File: src/rtl/mem_latency_ctrl_pkg.sv
// Shared types and constants for the memory latency controller.
package mem_lat_pkg;

    // Width of the latency down-counter (latencies up to 255).
    localparam int LAT_W = 8;

    typedef enum logic [1:0] {
        IDLE   = 2'd0,
        ACCESS = 2'd1,
        DONE   = 2'd2
    } state_e;

    // Ceiling log2, usable in constant expressions.
    function automatic int clog2(input int n);
        int r;
        r = 0;
        while ((1 << r) < n) r++;
        return r;
    endfunction

endpackage

File: src/rtl/mem_latency_ctrl_rr_arbiter.sv
// Round-robin arbiter: searches req starting at rr_ptr, returns the first hit.
module rr_arbiter
    import mem_lat_pkg::*;
#(
    parameter int NUM_CH = 2,
    parameter int IDX_W  = 1
) (
    input  logic [NUM_CH-1:0] req,
    input  logic [IDX_W-1:0]  rr_ptr,
    output logic [NUM_CH-1:0] grant,
    output logic [IDX_W-1:0]  idx
);

    logic [IDX_W-1:0] cidx;
    logic             found;

    // Walk the channels in rotated order; the first requester wins.
    always_comb begin
        grant = '0;
        idx   = '0;
        cidx  = '0;
        found = 1'b0;
        for (int k = 0; k < NUM_CH; k++) begin
            cidx = IDX_W'((int'(rr_ptr) + k) % NUM_CH);
            if (!found && req[cidx]) begin
                found       = 1'b1;
                grant[cidx] = 1'b1;
                idx         = cidx;
            end
        end
    end

endmodule

File: src/rtl/mem_latency_ctrl.sv
// Fixed-latency memory access controller: arbitrates channels, stalls the
// requester for the configured read/write latency, pulses done at the end.
module mem_latency_ctrl
    import mem_lat_pkg::*;
#(
    parameter  int NUM_CH = 2,
    parameter  int RD_LAT = 8,
    parameter  int WR_LAT = 8,
    localparam int IDX_W  = (NUM_CH > 1) ? clog2(NUM_CH) : 1
) (
    input  logic              CLK,
    input  logic              RST,
    input  logic [NUM_CH-1:0] req,
    input  logic [NUM_CH-1:0] we,
    output logic [NUM_CH-1:0] stall,
    output logic [NUM_CH-1:0] done,
    output logic              mem_cmd,
    output logic              mem_we,
    output logic [IDX_W-1:0]  gnt_ch,
    output logic              busy,
    output logic [31:0]       stall_cycles
);

    // Reject illegal configurations at elaboration.
    if (NUM_CH < 1) begin : g_bad_ch
        $error("mem_latency_ctrl: NUM_CH must be >= 1");
    end
    if (RD_LAT < 2 || RD_LAT > 255) begin : g_bad_rd
        $error("mem_latency_ctrl: RD_LAT must be in 2..255");
    end
    if (WR_LAT < 2 || WR_LAT > 255) begin : g_bad_wr
        $error("mem_latency_ctrl: WR_LAT must be in 2..255");
    end

    state_e            state_q, state_d;
    logic [LAT_W-1:0]  cnt_q, cnt_d;
    logic [IDX_W-1:0]  rr_ptr_q, rr_ptr_d;
    logic [IDX_W-1:0]  gnt_q, gnt_d;
    logic              we_q, we_d;
    logic              cmd_q, cmd_d;
    logic [31:0]       stall_cycles_q, stall_cycles_d;

    logic [NUM_CH-1:0] arb_grant;
    logic [IDX_W-1:0]  arb_idx;

    rr_arbiter #(
        .NUM_CH (NUM_CH),
        .IDX_W  (IDX_W)
    ) u_arb (
        .req    (req),
        .rr_ptr (rr_ptr_q),
        .grant  (arb_grant),
        .idx    (arb_idx)
    );

    // Next-state logic. The arbitration happens in IDLE; the first ACCESS
    // cycle is access cycle 1, so loading L-2 and leaving ACCESS when the
    // counter reads 0 lands DONE exactly on cycle L.
    always_comb begin
        state_d  = state_q;
        cnt_d    = cnt_q;
        rr_ptr_d = rr_ptr_q;
        gnt_d    = gnt_q;
        we_d     = we_q;
        cmd_d    = 1'b0;
        case (state_q)
            IDLE: begin
                if (|req) begin
                    state_d  = ACCESS;
                    gnt_d    = arb_idx;
                    we_d     = we[arb_idx];
                    cnt_d    = we[arb_idx] ? LAT_W'(WR_LAT - 2) : LAT_W'(RD_LAT - 2);
                    rr_ptr_d = (int'(arb_idx) == NUM_CH - 1) ? '0 : arb_idx + IDX_W'(1);
                    cmd_d    = 1'b1;
                end
            end
            ACCESS: begin
                if (cnt_q == '0) state_d = DONE;
                else             cnt_d   = cnt_q - LAT_W'(1);
            end
            DONE:    state_d = IDLE;
            default: state_d = IDLE;
        endcase
    end

    // Saturating count of cycles in which any channel is stalled.
    always_comb begin
        stall_cycles_d = stall_cycles_q;
        if (|stall && stall_cycles_q != 32'hFFFF_FFFF)
            stall_cycles_d = stall_cycles_q + 32'd1;
    end

    // State registers; reset overrides everything, aborting any access.
    always_ff @(posedge CLK) begin
        if (RST) begin
            state_q        <= IDLE;
            cnt_q          <= '0;
            rr_ptr_q       <= '0;
            gnt_q          <= '0;
            we_q           <= 1'b0;
            cmd_q          <= 1'b0;
            stall_cycles_q <= '0;
        end else begin
            state_q        <= state_d;
            cnt_q          <= cnt_d;
            rr_ptr_q       <= rr_ptr_d;
            gnt_q          <= gnt_d;
            we_q           <= we_d;
            cmd_q          <= cmd_d;
            stall_cycles_q <= stall_cycles_d;
        end
    end

    // Done pulse for the owning channel; masked while reset is asserted so a
    // reset landing on the DONE cycle still yields no completion.
    always_comb begin
        done = '0;
        for (int i = 0; i < NUM_CH; i++)
            done[i] = (state_q == DONE) && (gnt_q == IDX_W'(i)) && !RST;
    end

    // Any requester stalls unless it is completing this cycle.
    assign stall        = req & ~done;
    assign mem_cmd      = cmd_q & ~RST;
    assign busy         = (state_q != IDLE) & ~RST;
    assign mem_we       = we_q;
    assign gnt_ch       = gnt_q;
    assign stall_cycles = stall_cycles_q;

endmodule
File: config.mk
export PLATFORM = sky130hd
export DESIGN_NAME = mem_latency_ctrl
export DESIGN_NICKNAME = d
export VERILOG_FILES = /design/src/rtl/mem_latency_ctrl_pkg.sv /design/src/rtl/mem_latency_ctrl_rr_arbiter.sv /design/src/rtl/mem_latency_ctrl.sv
export SDC_FILE = /design/constraint.sdc
export NUM_CORES = 1
export LEC_CHECK = 0
export CORE_MARGIN = 2
export CORE_UTILIZATION = 40
export CTS_BUF_LIST = sky130_fd_sc_hd__clkbuf_8
export DETAILED_ROUTE_END_ITERATION = 7
export SLEW_MARGIN = 5
export SYNTH_ARGS = -nofsm -noshare
export SYNTH_HDL_FRONTEND = slang
export SYNTH_HIERARCHICAL = 1
export SYNTH_SLANG_ARGS = --single-unit
export TNS_END_PERCENT = 30
File: constraint.sdc
create_clock -name CLK -period 3 [get_ports CLK]
set_clock_uncertainty 0.05 [all_clocks]
set_input_delay 0.45 -clock CLK [delete_from_list [all_inputs] [get_ports CLK]]
set_output_delay 0.45 -clock CLK [all_outputs]
set_load 0.005 [all_outputs]
==> results.py <==
metrics = {
    "cts": {
        "post-cts-setup-buffer-count": 0,
        "cts_sinks": 46,
        "cts_buffer_depth": 2,
        "cts_htree_levels": 2,
        "cts_buffers": 5,
        "cts_resized": 0,
        "cts_tree": "yes",
        "clkLatencyLatePin_ns": 0.30,
        "cts_hold_buf": 0,
        "clkTransAtPathRegs_ns": 0.09,
        "clock_tree.root_cell": "clkbuf_8",
    },
    "finish": {
        "area_delta_synth_final_pct": 26.60,
        "drive_above_1_share_pct": 7.788,
        "post-route-util_pct": 52.67,
        "layout.nets": 329,
        "diodes": 0,
        "instances_no_fill": 393,
    },
    "setup_path": {
        "cp-start-kind": "flip-flop",
        "arrival_ns": 2.62,
        "crit_start": "stall_cycles[0]",
        "rr_worst_depth": 7,
        "r2r-start": "stall_cycles[0]",
        "worstPathCellList": "ha_1, nand4_1, nor4_4, nand4_4, nand2_4, nor3_1, mux2_4",
        "crit_path_end_kind": "flip-flop",
        "slowest_stage": "nor4_4",
        "worstPathRequired_ns": 3.15,
        "critPathMaxStageDelay_ns": 0.54,
        "crit_path_max_fanout": 18,
        "path_class": "reg -> reg",
    },
    "synthesis": {
        "synth_nets": 285,
        "synthCells": 276,
        "syn_area_per_cell_um2": 8.301,
        "synth_area_um2": 2291,
        "ys_warn_count": 6,
    },
    "route": {
        "vias": 2005,
        "wl_per_cell_um": 12.26,
        "drt-pass1-iter-count": 4,
        "drt_iter0_drc": 88,
        "detail-route-antenna-nets": 0,
        "route.detailed.drc": 0,
        "routed_via_density": 5.102,
        "routed_wl_um": 4817,
    },
    "sta": {
        "fmax_ghz": 0.4050,
        "hold_violations": 0,
        "max_slew_margin_pct": 58.81,
        "fin_crit_sh_pct": 82.30,
        "finalCriticalPeriod_ns": 2.469,
        "tightest_slew_ns": 0.6092,
        "rsz0062_at_grt": "no",
        "timing.final.ws_setup_ns": 0.5310,
        "slew_viol_final": 0,
        "finalSetupTns_ns": 0,
        "setup_viol": 0,
    },
    "power": {
        "ir_drop_mv": 0.2107,
        "p_leak_nw": 1.047,
        "power_density_nw_per_um2": 431.6,
        "total_power_mw": 1.252,
    },
    "place": {
        "dp_cells": 385,
        "dp_hpwl_um": 3503,
        "place_ws_ns": 0.4808,
        "gp_congestion": 0.8308,
        "port_buffers": 45,
    },
    "min_path": {
        "hp-class": "reg -> reg",
        "min_path_cells": 2,
        "hold_start": "gnt_ch",
    },
    "die": {
        "chipHeight_um": 79.68,
        "rows": 27,
        "dieWidth_um": 79.68,
        "core_um2": 5507,
        "start_util_pct": 41.60,
        "fp.dieArea_um2": 6349,
        "pin_count": 46,
    },
    "global_route": {
        "antenna_found_initial": 0,
        "grt_remaining_overflow": 0,
        "grt_pass1_vias": 1700,
        "grt_max_degree": 39,
        "grt_usage_pct": 16.02,
        "grt_pass1_wl_um": 8169,
    },
    "run_status": {
        "status": "completed",
    },
    "flow_run": {
        "cap_violations": 0,
    },
}
==> metal layers <==
layer	share of wire, %	global-route usage [%]	vias up
met1	48	21.24	905
met2	46	25.63	43
met4	1.4	5.517	0
met3	3.9	3.507	7
met5	0	0	-
li1	-	-	1050
==> path summary, 6_finish.rpt <==
kind / slack [ns] / end
worst min register to register: 0.44 / gnt_ch
worst min-delay path: 0.44 / gnt_ch
worst max-delay path: 0.53 / stall_cycles[25]
worst max register to register: 0.53 / stall_cycles[25]
==> placed cells by master (no fill, tap or decap), drive strengths merged, types with 2 or more instances in the layout <==
master	instances
nor2	48
dfxtp	46
clkdlybuf4s50	44
nand3	25
xor2	24
nand4	19
nor3	16
nand2	14
a21oi	10
inv	9
nor2b	7
and3	7
o21ai	6
clkbuf	6
or3	4
mux2	4
buf	4
and2	3
xnor2	3
ha	3
or4	2
a211oi	2
nor4	2
==> critical path: cells and delay by family (launching register included) <==
family | cells | cell delay (ns)
AND/OR/NAND/NOR | 5 | 1.38
multiplexers | 1 | 0.29
adder cells (fa/ha/maj) | 1 | 0.22
flip-flops | 1 | 0.42
==> where the power goes <==
group	leakage, nW	internal [mW]	switching (mW)
registers	0.373	0.638	0.0226
clock network	0.0472	0.186	0.216
logic	0.626	0.0853	0.103
==> state kept, by name, summed over array words and instances (netlist names) <==
| name | flops |
|---|---|
| cmd_q | 1 |
| cnt_q | 8 |
| gnt_ch | 1 |
| mem_we | 1 |
| rr_ptr_q | 1 |
| stall_cycles | 32 |
| state_q | 2 |
==> stage by stage <==
step	area, µm²	hold WS [ns]
6_report	2900	0.4406
5_1_grt	2900	0.4731
4_1_cts	2900	0.4523
3_5_place_dp	2805	0.4387
3_3_place_gp	2805	0.4200
2_1_floorplan	2291	0.4044
==> area by class of cell <==
type | count | area [µm²]
fillers | 520 | 2606
inverters | 9 | 33.78
well taps | 72 | 90.09
flip-flops and latches | 46 | 920.9
multi-input cells | 210 | 1292
clock buffers | 6 | 82.58
clock inverters | 2 | 12.51
repair buffers | 48 | 467.9
(Power assumes the default switching activity.)
